==> config.mk <==
export PLATFORM = sky130hd
export DESIGN_NAME = spi_cmd_regfile
export DESIGN_NICKNAME = d
export VERILOG_FILES = /design/src/rtl/spi_cmd_regfile.sv
export SDC_FILE = /design/constraint.sdc
export NUM_CORES = 1
export LEC_CHECK = 0
export ABC_AREA = 1
export BUFFER_PORTS_ARGS = -buffer_cell sky130_fd_sc_hd__buf_4
export CAP_MARGIN = 15
export CORE_MARGIN = 2
export CORE_UTILIZATION = 55
export CTS_BUF_LIST = sky130_fd_sc_hd__clkbuf_4
export CTS_CLUSTER_SIZE = 25
export DETAILED_ROUTE_END_ITERATION = 7
export PLACE_DENSITY = 0.77
export SYNTH_ARGS = -nofsm -noshare
export SYNTH_HDL_FRONTEND = slang
export SYNTH_SLANG_ARGS = --single-unit
==> constraint.sdc <==
create_clock -name clk -period 2.9 [get_ports clk]
set_clock_uncertainty 0.05 [all_clocks]
set_input_delay 0.58 -clock clk [delete_from_list [all_inputs] [get_ports clk]]
set_output_delay 0.58 -clock clk [all_outputs]
set_load 0.1 [all_outputs]
==> src/rtl/spi_cmd_regfile.sv <==
// Command decoder and register file behind an SPI slave byte engine.
// Decodes framed read/write commands into an NREGS x 8-bit bank and supplies the next TX byte.
module spi_cmd_regfile #(
  parameter int unsigned NREGS = 16,
  localparam int unsigned AW = $clog2(NREGS)
) (
  input  logic              clk,
  input  logic              rst_n,
  input  logic              msg_start,
  input  logic              msg_end,
  input  logic              rx_valid,
  input  logic [7:0]        rx_data,
  output logic [7:0]        tx_data,
  output logic [NREGS*8-1:0] reg_out,
  output logic              wr_strobe,
  output logic [AW-1:0]     wr_addr,
  output logic [7:0]        wr_data,
  output logic [7:0]        frame_cnt,
  output logic [7:0]        err_cnt
);

  typedef enum logic [2:0] {StIdle, StCmd, StWrite, StRead, StDiscard} state_e;

  state_e                  state_q, state_d;
  logic [AW-1:0]           addr_q, addr_d;
  logic [NREGS-1:0][7:0]   regs_q, regs_d;
  logic [7:0]              tx_q, tx_d;
  logic                    wr_strobe_q, wr_strobe_d;
  logic [AW-1:0]           wr_addr_q, wr_addr_d;
  logic [7:0]              wr_data_q, wr_data_d;
  logic [7:0]              frame_q, frame_d;
  logic [7:0]              err_q, err_d;

  logic [7:0]              err_inc;
  logic [6:0]              rsvd_bits;
  logic [AW-1:0]           addr_inc;
  logic [AW-1:0]           cmd_addr;

  assign err_inc   = (err_q == 8'hFF) ? err_q : err_q + 8'd1;
  assign rsvd_bits = rx_data[6:0] >> AW;
  assign addr_inc  = addr_q + 1'b1;
  assign cmd_addr  = rx_data[AW-1:0];

  always_comb begin
    state_d     = state_q;
    addr_d      = addr_q;
    regs_d      = regs_q;
    tx_d        = tx_q;
    wr_strobe_d = 1'b0;
    wr_addr_d   = wr_addr_q;
    wr_data_d   = wr_data_q;
    frame_d     = frame_q;
    err_d       = err_q;

    if (msg_start) begin
      // Start wins over a coincident byte or end marker; a coincident byte counts as an error.
      state_d = StCmd;
      tx_d    = frame_q;
      if (rx_valid) err_d = err_inc;
    end else begin
      if (rx_valid) begin
        unique case (state_q)
          StIdle: err_d = err_inc;
          StCmd: begin
            if (rsvd_bits != 7'd0) begin
              state_d = StDiscard;
              err_d   = err_inc;
              tx_d    = 8'hFF;
            end else begin
              addr_d = cmd_addr;
              if (rx_data[7]) begin
                state_d = StWrite;
                tx_d    = rx_data;
              end else begin
                state_d = StRead;
                tx_d    = regs_q[cmd_addr];
              end
            end
          end
          StWrite: begin
            regs_d[addr_q] = rx_data;
            wr_strobe_d    = 1'b1;
            wr_addr_d      = addr_q;
            wr_data_d      = rx_data;
            addr_d         = addr_inc;
            tx_d           = rx_data;
          end
          StRead: begin
            addr_d = addr_inc;
            tx_d   = regs_q[addr_inc];
          end
          StDiscard: tx_d = 8'hFF;
          default: state_d = StIdle;
        endcase
      end
      // End is applied after any same-cycle byte has been processed.
      if (msg_end) begin
        if (state_d == StWrite || state_d == StRead) frame_d = frame_q + 8'd1;
        state_d = StIdle;
      end
    end
  end

  always_ff @(posedge clk or negedge rst_n) begin
    if (!rst_n) begin
      state_q     <= StIdle;
      addr_q      <= '0;
      regs_q      <= '0;
      tx_q        <= 8'h00;
      wr_strobe_q <= 1'b0;
      wr_addr_q   <= '0;
      wr_data_q   <= 8'h00;
      frame_q     <= 8'h00;
      err_q       <= 8'h00;
    end else begin
      state_q     <= state_d;
      addr_q      <= addr_d;
      regs_q      <= regs_d;
      tx_q        <= tx_d;
      wr_strobe_q <= wr_strobe_d;
      wr_addr_q   <= wr_addr_d;
      wr_data_q   <= wr_data_d;
      frame_q     <= frame_d;
      err_q       <= err_d;
    end
  end

  assign tx_data   = tx_q;
  assign reg_out   = regs_q;
  assign wr_strobe = wr_strobe_q;
  assign wr_addr   = wr_addr_q;
  assign wr_data   = wr_data_q;
  assign frame_cnt = frame_q;
  assign err_cnt   = err_q;

endmodule

==> out/metrics.cfg, run 1 <==
[sta]
fin_tns_setup_ns = 0
slew-limit-headroom_pct = 41.7
fin_crit_sh_pct = 81.6
final_max_slew_viol_count = 0
finalSetupViolCount = 0
fmax_mhz = 423
rsz0062_at_grt = false
finalHoldViolCount = 0
min_period_ns = 2.37
worstMarginPinSlew_ns = 0.871

[final_layout]
fin_cells = 1746
areaGrowthSynthToFinish_pct = 16.9
post_route_cells_drive_above_1_share_pct = 20.7
final_nets = 1523
num-fill-cells = 1620

[clock_tree]
post_cts_resized = 0
htree_levels = 4
tritoncts = done
clk_pin_slew_ns = 0.14
cts.sink_count = 172
worstSkewPairLatency_ns = 0.59
clk_path_buf_depth = 2
cts-root-buf = clkbuf_4
cts_made_buffers = 17

[place]
dp.cells = 1713
dp.final_hpwl_um = 24000
numPortBuffers = 177
gp_congestion = 1.01

[critical_path]
max_stage_delay_ns = 0.70
crit_top_cell = nand3_1
end_kind = flip-flop
crit_type = flip-flop to flip-flop
cp_max_fo = 34
r2r_slack_ns = 0.53
arrival_ns = 2.80
crit_required_ns = 3.33
cp_slowest_cell = xor2_1
path_cells = buf_4, nand3_1, xor2_1, inv_2, nand3_1, nand3_1, nand3_1, nand2_1
startpoint_type = flip-flop

[floorplanning]
num_rows = 49
coreArea_sq_um = 18000
initial_core_util_pct = 56.1
ios = 178
die_area_sq_um = 19400
die_y_um = 139
die_x_um = 139

[pwr]
clock_power_share_pct = 20.0
power.switching_mw = 3.18
powerDensity_nw_per_um2 = 578
peakVddDrop_uv = 750
internal-power_mw = 3.62
comb_power_share_pct = 41.3
fin_total_pwr_mw = 6.81
p_leak_nw = 5.92
p_seq_share_pct = 38.6
sw_frac_of_total_pct = 46.8

[grt]
overflow = 0
grt_use_total_pct = 34.9
grt_max_degree = 70
grt_pass1_wl_um = 53100
antenna_found_initial = 1
grt_pass1_vias = 9259

[drt]
drc = 0
ant_nets = 0
dr.pass1.iters = 7
via_per_inst = 5.76
detail_route.wirelength_um = 33800
route.detailed.wl_per_inst_um = 19.3
num_vias = 10064
drt_iter0_drc = 1018

[min_path]
min_path_type = input pin to flip-flop

[run_status]
status = completed

[synth]
yosysWarningCount = 0
avgSynthCellArea_sq_um = 7.43
syn_area_sq_um = 10100
ys_ff_latch = 172
synth_cell_types = 32
syn_inst = 1357
synth_seq_area_share_pct = 42.7
synth.net_count = 1376

[job]
maxCapViolCount = 0

## synth_stat cells, drive strengths merged
library cell / instances / area [sq um]
a31oi: 2 / 12.5
xnor2: 5 / 43.8
clkinv: 1 / 3.75
or2: 1 / 6.26
o211ai: 23 / 173
o21ai: 183 / 1070
ha: 6 / 75.1
inv: 131 / 497
buf: 45 / 327
nand2: 448 / 1730
clkbuf: 35 / 131
o21a: 1 / 7.51
xor2: 12 / 113
nor3: 7 / 35.0
nand4: 1 / 6.26
nor2: 55 / 290
dfrtp: 172 / 4300
a21oi: 6 / 30.0
nand3: 223 / 1220
## area by class of cell
class	instances	area [sq um]	share of cell area (%)
Antenna cell	2	5.00	0.0425
Clock buffer	17	128	1.08
Clock inverter	13	133	1.13
Inverter	132	500	4.25
Multi-Input combinational cell	973	4820	40.9
Sequential cell	172	4310	36.6
Tap cell	229	287	2.43
Timing Repair Buffer	208	1610	13.6
## state kept, by name, summed over array words and instances, names as in the netlist
register / flops
reg_out: 128
state_q: 3
err_cnt: 8
addr_q: 4
wr_data: 8
frame_cnt: 8
wr_strobe: 1
wr_addr: 4
tx_data: 8
## per-layer routing
metal | wire length (um) | vias up | part of all wire (%) | track usage (%)
li1 | - | 4690 | - | -
met1 | 14200 | 4717 | 42 | 50.5
met2 | 15400 | 578 | 46 | 52.8
met3 | 3060 | 79 | 9.0 | 7.05
met4 | 1080 | 0 | 3.2 | 12.0
met5 | 0 | - | 0 | 0
## logic make-up after synthesis
kind of cell | after synthesis | share of synthesized area [%]
fa+ha+maj | 6 | 0.745
buf+inv | 212 | 9.51
xor+xnor | 17 | 1.55
compound gates | 215 | 12.9
simple gates | 735 | 32.6
flops | 172 | 42.7
## through the flow
step	worst slack [ns]	hold WS, ns	util [%]	cell area (sq um)
3_5_place_dp	0.573	0.429	64.0	11500
3_3_place_gp	0.581	0.418	64.0	11500
5_1_grt	0.428	0.0834	65.6	11800
6_report	0.534	0.122	65.6	11800
4_1_cts	0.580	0.0828	65.5	11800
2_1_floorplan	0.537	0.234	-	10100
## power groups by stage
stage	Combinational (mW)	Sequential, mW	Clock [mW]
5_1_grt	2.97	2.65	1.50
3_5_place_dp	2.77	2.67	0
3_3_place_gp	2.75	2.67	0
4_1_cts	2.77	2.63	1.39
2_1_floorplan	1.30	3.29	0
6_report	2.81	2.63	1.36
## worst max-delay path, delay by kind of cell, from the launching register on
| family | cells | cell delay [ns] |
|---|---|---|
| XOR/XNOR | 1 | 0.70 |
| buffers and inverters | 2 | 0.58 |
| AND/OR/NAND/NOR | 5 | 0.55 |
| flip-flops | 1 | 0.40 |
## worst paths after layout
check | start | to | cells past startpoint
min | msg_end | state_q[2]$_DFF_PN0_ | 2
max in group asynchronous | rst_n | frame_cnt[3]$_DFFE_PN0P_ | 3
min reg2reg | wr_addr[0]$_DFFE_PN0P_ | wr_addr[0]$_DFFE_PN0P_ | 2
min in group asynchronous | rst_n | wr_data[6]$_DFFE_PN0P_ | 2
max reg2reg | addr_q[0]$_DFFE_PN0P_ | tx_data[1]$_DFFE_PN0P_ | 8
max | addr_q[0]$_DFFE_PN0P_ | tx_data[1]$_DFFE_PN0P_ | 8
## cell usage in the layout, fill, tap and decap left out, drive strengths merged, types with 2 or more instances in the layout
master,instances
clkinvlp,2
o211ai,23
buf,207
xor2,12
a21oi,6
o21ai,183
nand2,448
nor2,55
dfrtp,172
clkbuf,17
diode,2
xnor2,5
nor3,7
inv,139
ha,6
nand3,223
clkinv,3
a31oi,2
## timing repair
action                                 CTS  global route
buffers inserted                         0             0
hold buffers                             1             0
endpoints found under the hold margin   66             0
setup endpoints to repair                0             0
Note: power is estimated with default switching activity, not from simulation.
==> run 2: changes to the inputs <==
--- a/config.mk
+++ b/config.mk
@@ -9,7 +9,7 @@
 export BUFFER_PORTS_ARGS = -buffer_cell sky130_fd_sc_hd__buf_4
 export CAP_MARGIN = 15
 export CORE_MARGIN = 2
-export CORE_UTILIZATION = 55
+export CORE_UTILIZATION = 53
 export CTS_BUF_LIST = sky130_fd_sc_hd__clkbuf_4
 export CTS_CLUSTER_SIZE = 25
 export DETAILED_ROUTE_END_ITERATION = 7
==> constraint.sdc (replaced) <==
create_clock -name clk -period 2 [get_ports clk]
set_clock_uncertainty 0.05 [all_clocks]
set_input_delay 0.4 -clock clk [delete_from_list [all_inputs] [get_ports clk]]
set_output_delay 0.4 -clock clk [all_outputs]
set_load 0.1 [all_outputs]
==> out/metrics.cfg, run 2 (synthesized netlist as in run 1, its figures left out) <==
[critical_path]
max_stage_delay_ns = 0.42
crit_type = flip-flop to flip-flop
crit_required_ns = 2.45
end_kind = flip-flop
cp_slowest_cell = dfrtp_1
cp_max_fo = 16
path_delay_family = simple AND/OR/NAND/NOR gates
timing.rr.start = addr_q[1]$_DFFE_PN0P_
worst-path-buf-inv = 2
crit_top_cell = nand3_1
path_cells = buf_4, ha_2, xnor2_2, buf_12, nand3_1, nand3_1, nand3_1, nand3_1, nand2_1
startpoint_type = flip-flop
crit_path_start = addr_q[1]$_DFFE_PN0P_
arrival_ns = 2.39

[clock_tree]
tritoncts = done
clk_path_buf_depth = 2
clk_pin_slew_ns = 0.16
cts.sink_count = 172
cts_made_buffers = 17
cts-root-buf = clkbuf_4
htree_levels = 4
worstSkewPairLatency_ns = 0.61
post-cts-setup-buffers = 0

[final_layout]
design_area_sq_um = 12200
final_cell_mix = nand2_1 (437), buf_4 (223), nand3_1 (215)
final_nets = 1554
layout_commonest_cell = nand2_1
post_route_cells_drive_above_1_share_pct = 23.1
largest_reg_flops = 128
areaGrowthSynthToFinish_pct = 21.1
regArea_sq_um = 4320
multiInputGateArea_sq_um = 4840
num-fill-cells = 1680

[sta]
final_max_slew_viol_count = 0
finalHoldViolCount = 0
finalSetupViolCount = 0
rsz0062_at_grt = false
min_period_ns = 1.94
fin_crit_sh_pct = 97.1
fin_tns_setup_ns = 0
worstMarginPinSlew_ns = 0.450
fmax_mhz = 515
slew-limit-headroom_pct = 69.9

[floorplanning]
num_rows = 50
coreArea_sq_um = 18700
die_y_um = 142
initial_core_util_pct = 53.9
die_x_um = 142
ios = 178
die_area_sq_um = 20100

[pwr]
sw_frac_of_total_pct = 45.1
clock_power_share_pct = 20.6
peakVddDrop_uv = 665
p_seq_share_pct = 37.3
p_leak_nw = 6.12
power.switching_mw = 4.65
comb_power_share_pct = 42.1
internal-power_mw = 5.65
powerDensity_nw_per_um2 = 844

[drt]
detail_route.wirelength_um = 33900
route.detailed.wl_per_inst_um = 19.0
ant_nets = 0
drt_iter0_drc = 1055
via_per_inst = 5.68
num_vias = 10133
dr.pass1.iters = 6
drc = 0

[grt]
grt_pass1_wl_um = 52700
overflow = 0
grt_max_degree = 66
grt_pass1_vias = 9227
antenna_found_initial = 2
grt_use_total_pct = 33.9

[place]
numPortBuffers = 177
gp_congestion = 1.00
dp.final_hpwl_um = 24600
dpl_cell_area_sq_um = 11900

[min_path]
min_path_type = input pin to flip-flop
min_from = rx_data[1]

[run_status]
status = completed

[job]
maxCapViolCount = 0

==> run 2: changes by cell type in the layout (fill, tap and decap cells not counted), sizes merged, moves of 2 or more <==
cell,before,now
clkinvlp,2,4
clkbuf,17,20
buf,207,237
inv,139,135
==> run 2: cell type report <==
type / count / share of cell area, %
timing repair buffer: 239 / 16.0
multi-input combinational: 973 / 39.7
sequential: 172 / 35.4
tap: 234 / 2.40
inverter: 132 / 4.11
antenna: 3 / 0.0615
clock inverter: 11 / 1.12
clock buffer: 20 / 1.23
==> run 2: path summary, 6_finish.rpt <==
check,to,slack [ns],depth (start not counted)
setup / recovery,tx_data[6]$_DFFE_PN0P_,0.06,9
hold / removal,reg_out[81]$_DFFE_PN0P_,0.07,3
setup reg to reg,tx_data[6]$_DFFE_PN0P_,0.06,9
hold reg to reg,wr_addr[2]$_DFFE_PN0P_,0.45,2
max in group asynchronous,err_cnt[0]$_DFFE_PN0P_,0.99,3
min in group asynchronous,wr_data[4]$_DFFE_PN0P_,0.15,2
==> run 2: worst register-to-register path, stage by stage, from the launching register on <==
cell and delay, ns:
dfrtp_1 0.42, buf_4 0.15, ha_2 0.21, xnor2_2 0.22, buf_12 0.19, nand3_1 0.20, nand3_1 0.14, nand3_1 0.08
nand3_1 0.13, nand2_1 0.06
==> run 2: repair_timing <==
action	CTS	global route
hold buffers	2	0
setup endpoints to repair	4	8
resized for setup	1	3
endpoints found under the hold margin	143	0
pin swaps	0	1
==> run 2: routing by layer <==
metal	global-route usage (%)	vias up	routed length [um]
met5	0	-	0
met4	9.21	0	903
met3	5.70	64	2650
met2	54.1	522	15800
met1	48.2	4784	14600
li1	-	4763	-
==> run 2: power groups by stage <==
stage	logic (mW)	clock network [mW]	registers, mW
floorplan	1.92	0	4.79
global placement	4.22	0	3.90
detailed placement	4.24	0	3.90
CTS	4.26	2.14	3.84
global route	4.58	2.27	3.87
finish	4.33	2.13	3.84
==> run 2: metrics by stage <==
stage | total power [mW] | utilization (%) | hold WS, ns | setup slack [ns] | std cells
after floorplan | 6.71 | - | 0.0544 | 0.0176 | 1357
after global placement | 8.12 | 63.5 | 0.229 | 0.00767 | 1748
after detailed placement | 8.14 | 63.5 | 0.232 | 0.0373 | 1748
after CTS | 10.2 | 65.2 | 0.0549 | 0.0565 | 1781
after global routing | 10.7 | 65.2 | 0.0373 | 0.0123 | 1784
final | 10.3 | 65.2 | 0.0676 | 0.0572 | 1784
==> run 3: changes to the inputs <==
--- a/config.mk
+++ b/config.mk
@@ -13,7 +13,7 @@
 export CTS_BUF_LIST = sky130_fd_sc_hd__clkbuf_4
 export CTS_CLUSTER_SIZE = 25
 export DETAILED_ROUTE_END_ITERATION = 7
-export PLACE_DENSITY = 0.77
+export PLACE_DENSITY = 0.85
 export SYNTH_ARGS = -nofsm -noshare
 export SYNTH_HDL_FRONTEND = slang
 export SYNTH_SLANG_ARGS = --single-unit
==> out/metrics.cfg, run 3 (synthesized netlist as in run 1, its figures left out) <==
[run_status]
status = completed

[grt]
grt_pass1_wl_um = 53100
grt_max_degree = 60
grt_pass1_vias = 9537
antenna_found_initial = 1
overflow = 0
grt_use_total_pct = 34.2

[clock_tree]
cts_made_buffers = 17
htree_levels = 4
worstSkewPairLatency_ns = 0.61
clk_path_buf_depth = 2
clk_pin_slew_ns = 0.16
tritoncts = done
cts-root-buf = clkbuf_4
cts.sink_count = 172

[critical_path]
crit_top_cell = nand3_1
crit_path_start = addr_q[1]$_DFFE_PN0P_
crit_required_ns = 2.45
max_stage_delay_ns = 0.44
r2r_slack_ns = 0.06
path_cells = buf_4, ha_2, xnor2_2, buf_12, nand3_1, nand3_1, nand3_1, nand3_1, nand2_1
arrival_ns = 2.39
worst_r2r_endpoint = tx_data[6]$_DFFE_PN0P_
cp_slowest_cell = dfrtp_1
endpoint = tx_data[6]$_DFFE_PN0P_
r2r_cells = 9
end_kind = flip-flop
startpoint_type = flip-flop
crit_type = flip-flop to flip-flop
timing.rr.start = addr_q[1]$_DFFE_PN0P_
cp_max_fo = 16

[pwr]
powerDensity_nw_per_um2 = 836
peakVddDrop_uv = 484
fin_total_pwr_mw = 10.3
p_leak_nw = 6.13

[drt]
detail_route.wirelength_um = 34300
ant_nets = 0
via_per_inst = 5.74
dr.pass1.iters = 6
route.detailed.wl_per_inst_um = 19.2
num_vias = 10243
drt_iter0_drc = 1115
drc = 0

[place]
dp.final_hpwl_um = 24600
gp_congestion = 1.02
preCtsSetupSlack_ns = 0.0472
numPortBuffers = 177

[sta]
worstMarginPinSlew_ns = 0.438
hold_slack_ns = 0.0727
fmax_mhz = 515
rsz0062_at_grt = false
final.setup.worst_slack_ns = 0.0600
slew-limit-headroom_pct = 70.7
final_max_slew_viol_count = 0
finalHoldViolCount = 0
min_period_ns = 1.94
fin_crit_sh_pct = 97.0
finalSetupViolCount = 0
fin_tns_setup_ns = 0

[floorplanning]
die_y_um = 142
die_x_um = 142
num_rows = 50
ios = 178
initial_core_util_pct = 53.9
die_area_sq_um = 20100
coreArea_sq_um = 18700

[final_layout]
final_cell_mix = nand2_1 (437), buf_4 (217), nand3_1 (213)
post_route_cells_drive_above_1_share_pct = 23.3
num-fill-cells = 1602
areaGrowthSynthToFinish_pct = 21.7
largest_reg_flops = 128
layout_commonest_cell = nand2_1
final_nets = 1554

[job]
maxCapViolCount = 0

[min_path]
min_path_type = input pin to flip-flop

run 3: cell count changes in the layout (fill, tap and decap cells not counted), moves of 2 or more:
cell and change:
nand3_2 +2, buf_12 +4, inv_4 +2, nand3_1 -2, buf_4 -6
run 3: metal layers:
layer / track usage [%] / vias to the layer above / routed length [um]
li1: - / 4747 / -
met1: 48.1 / 4835 / 14300
met2: 54.6 / 574 / 16100
met3: 4.39 / 87 / 2760
met4: 12.9 / 0 / 1050
met5: 0 / - / 0
run 3: area by class of cell:
cell class                      instances  area, sq um  area share [%]
Tap cell                              234          293            2.39
Sequential cell                       172         4320            35.2
Clock inverter                         12          113           0.918
Timing Repair Buffer                  239         2030            16.5
Antenna cell                            2         5.00          0.0408
Multi-Input combinational cell        973         4850            39.5
Clock buffer                           20          150            1.22
Inverter                              132          505            4.12
run 3: power breakdown:
part,switching (mW),internal [mW]
clock,1.32,0.667
combinational,3.17,1.25
sequential,0.192,3.65
run 3: worst max-delay path: cells and delay by family, from the launching register on:
family,cells,cell delay (ns)
AND/OR/NAND/NOR,5,0.57
adder cells (fa/ha/maj),1,0.21
buffers and inverters,2,0.34
flip-flops,1,0.44
XOR/XNOR,1,0.22
run 3: per-stage QoR:
step | std cells | utilization [%] | area (sq um)
floorplan | 1357 | - | 10100
global placement | 1746 | 63.7 | 11900
detailed placement | 1746 | 63.7 | 11900
CTS | 1780 | 65.2 | 12200
global route | 1784 | 65.5 | 12300
finish | 1784 | 65.5 | 12300
run 3: timing repair:
item / in CTS / in global routing
setup buffers: 0 / 1
endpoints found under the hold margin: 77 / 0
resized for setup: 0 / 10
hold buffers: 2 / 0
setup endpoints to repair: 0 / 7
run 3: worst min path at each step:
stage / start / end / slack (ns) / cells past startpoint
after floorplan: rst_n / addr_q[0]$_DFFE_PN0P_ / 0.05 / 0
after global placement: rst_n / wr_data[4]$_DFFE_PN0P_ / 0.29 / 1
after detailed placement: rst_n / wr_data[4]$_DFFE_PN0P_ / 0.29 / 1
after CTS: msg_start / state_q[1]$_DFF_PN0_ / 0.04 / 3
after global routing: msg_start / state_q[1]$_DFF_PN0_ / 0.06 / 3
final: msg_start / state_q[1]$_DFF_PN0_ / 0.07 / 3
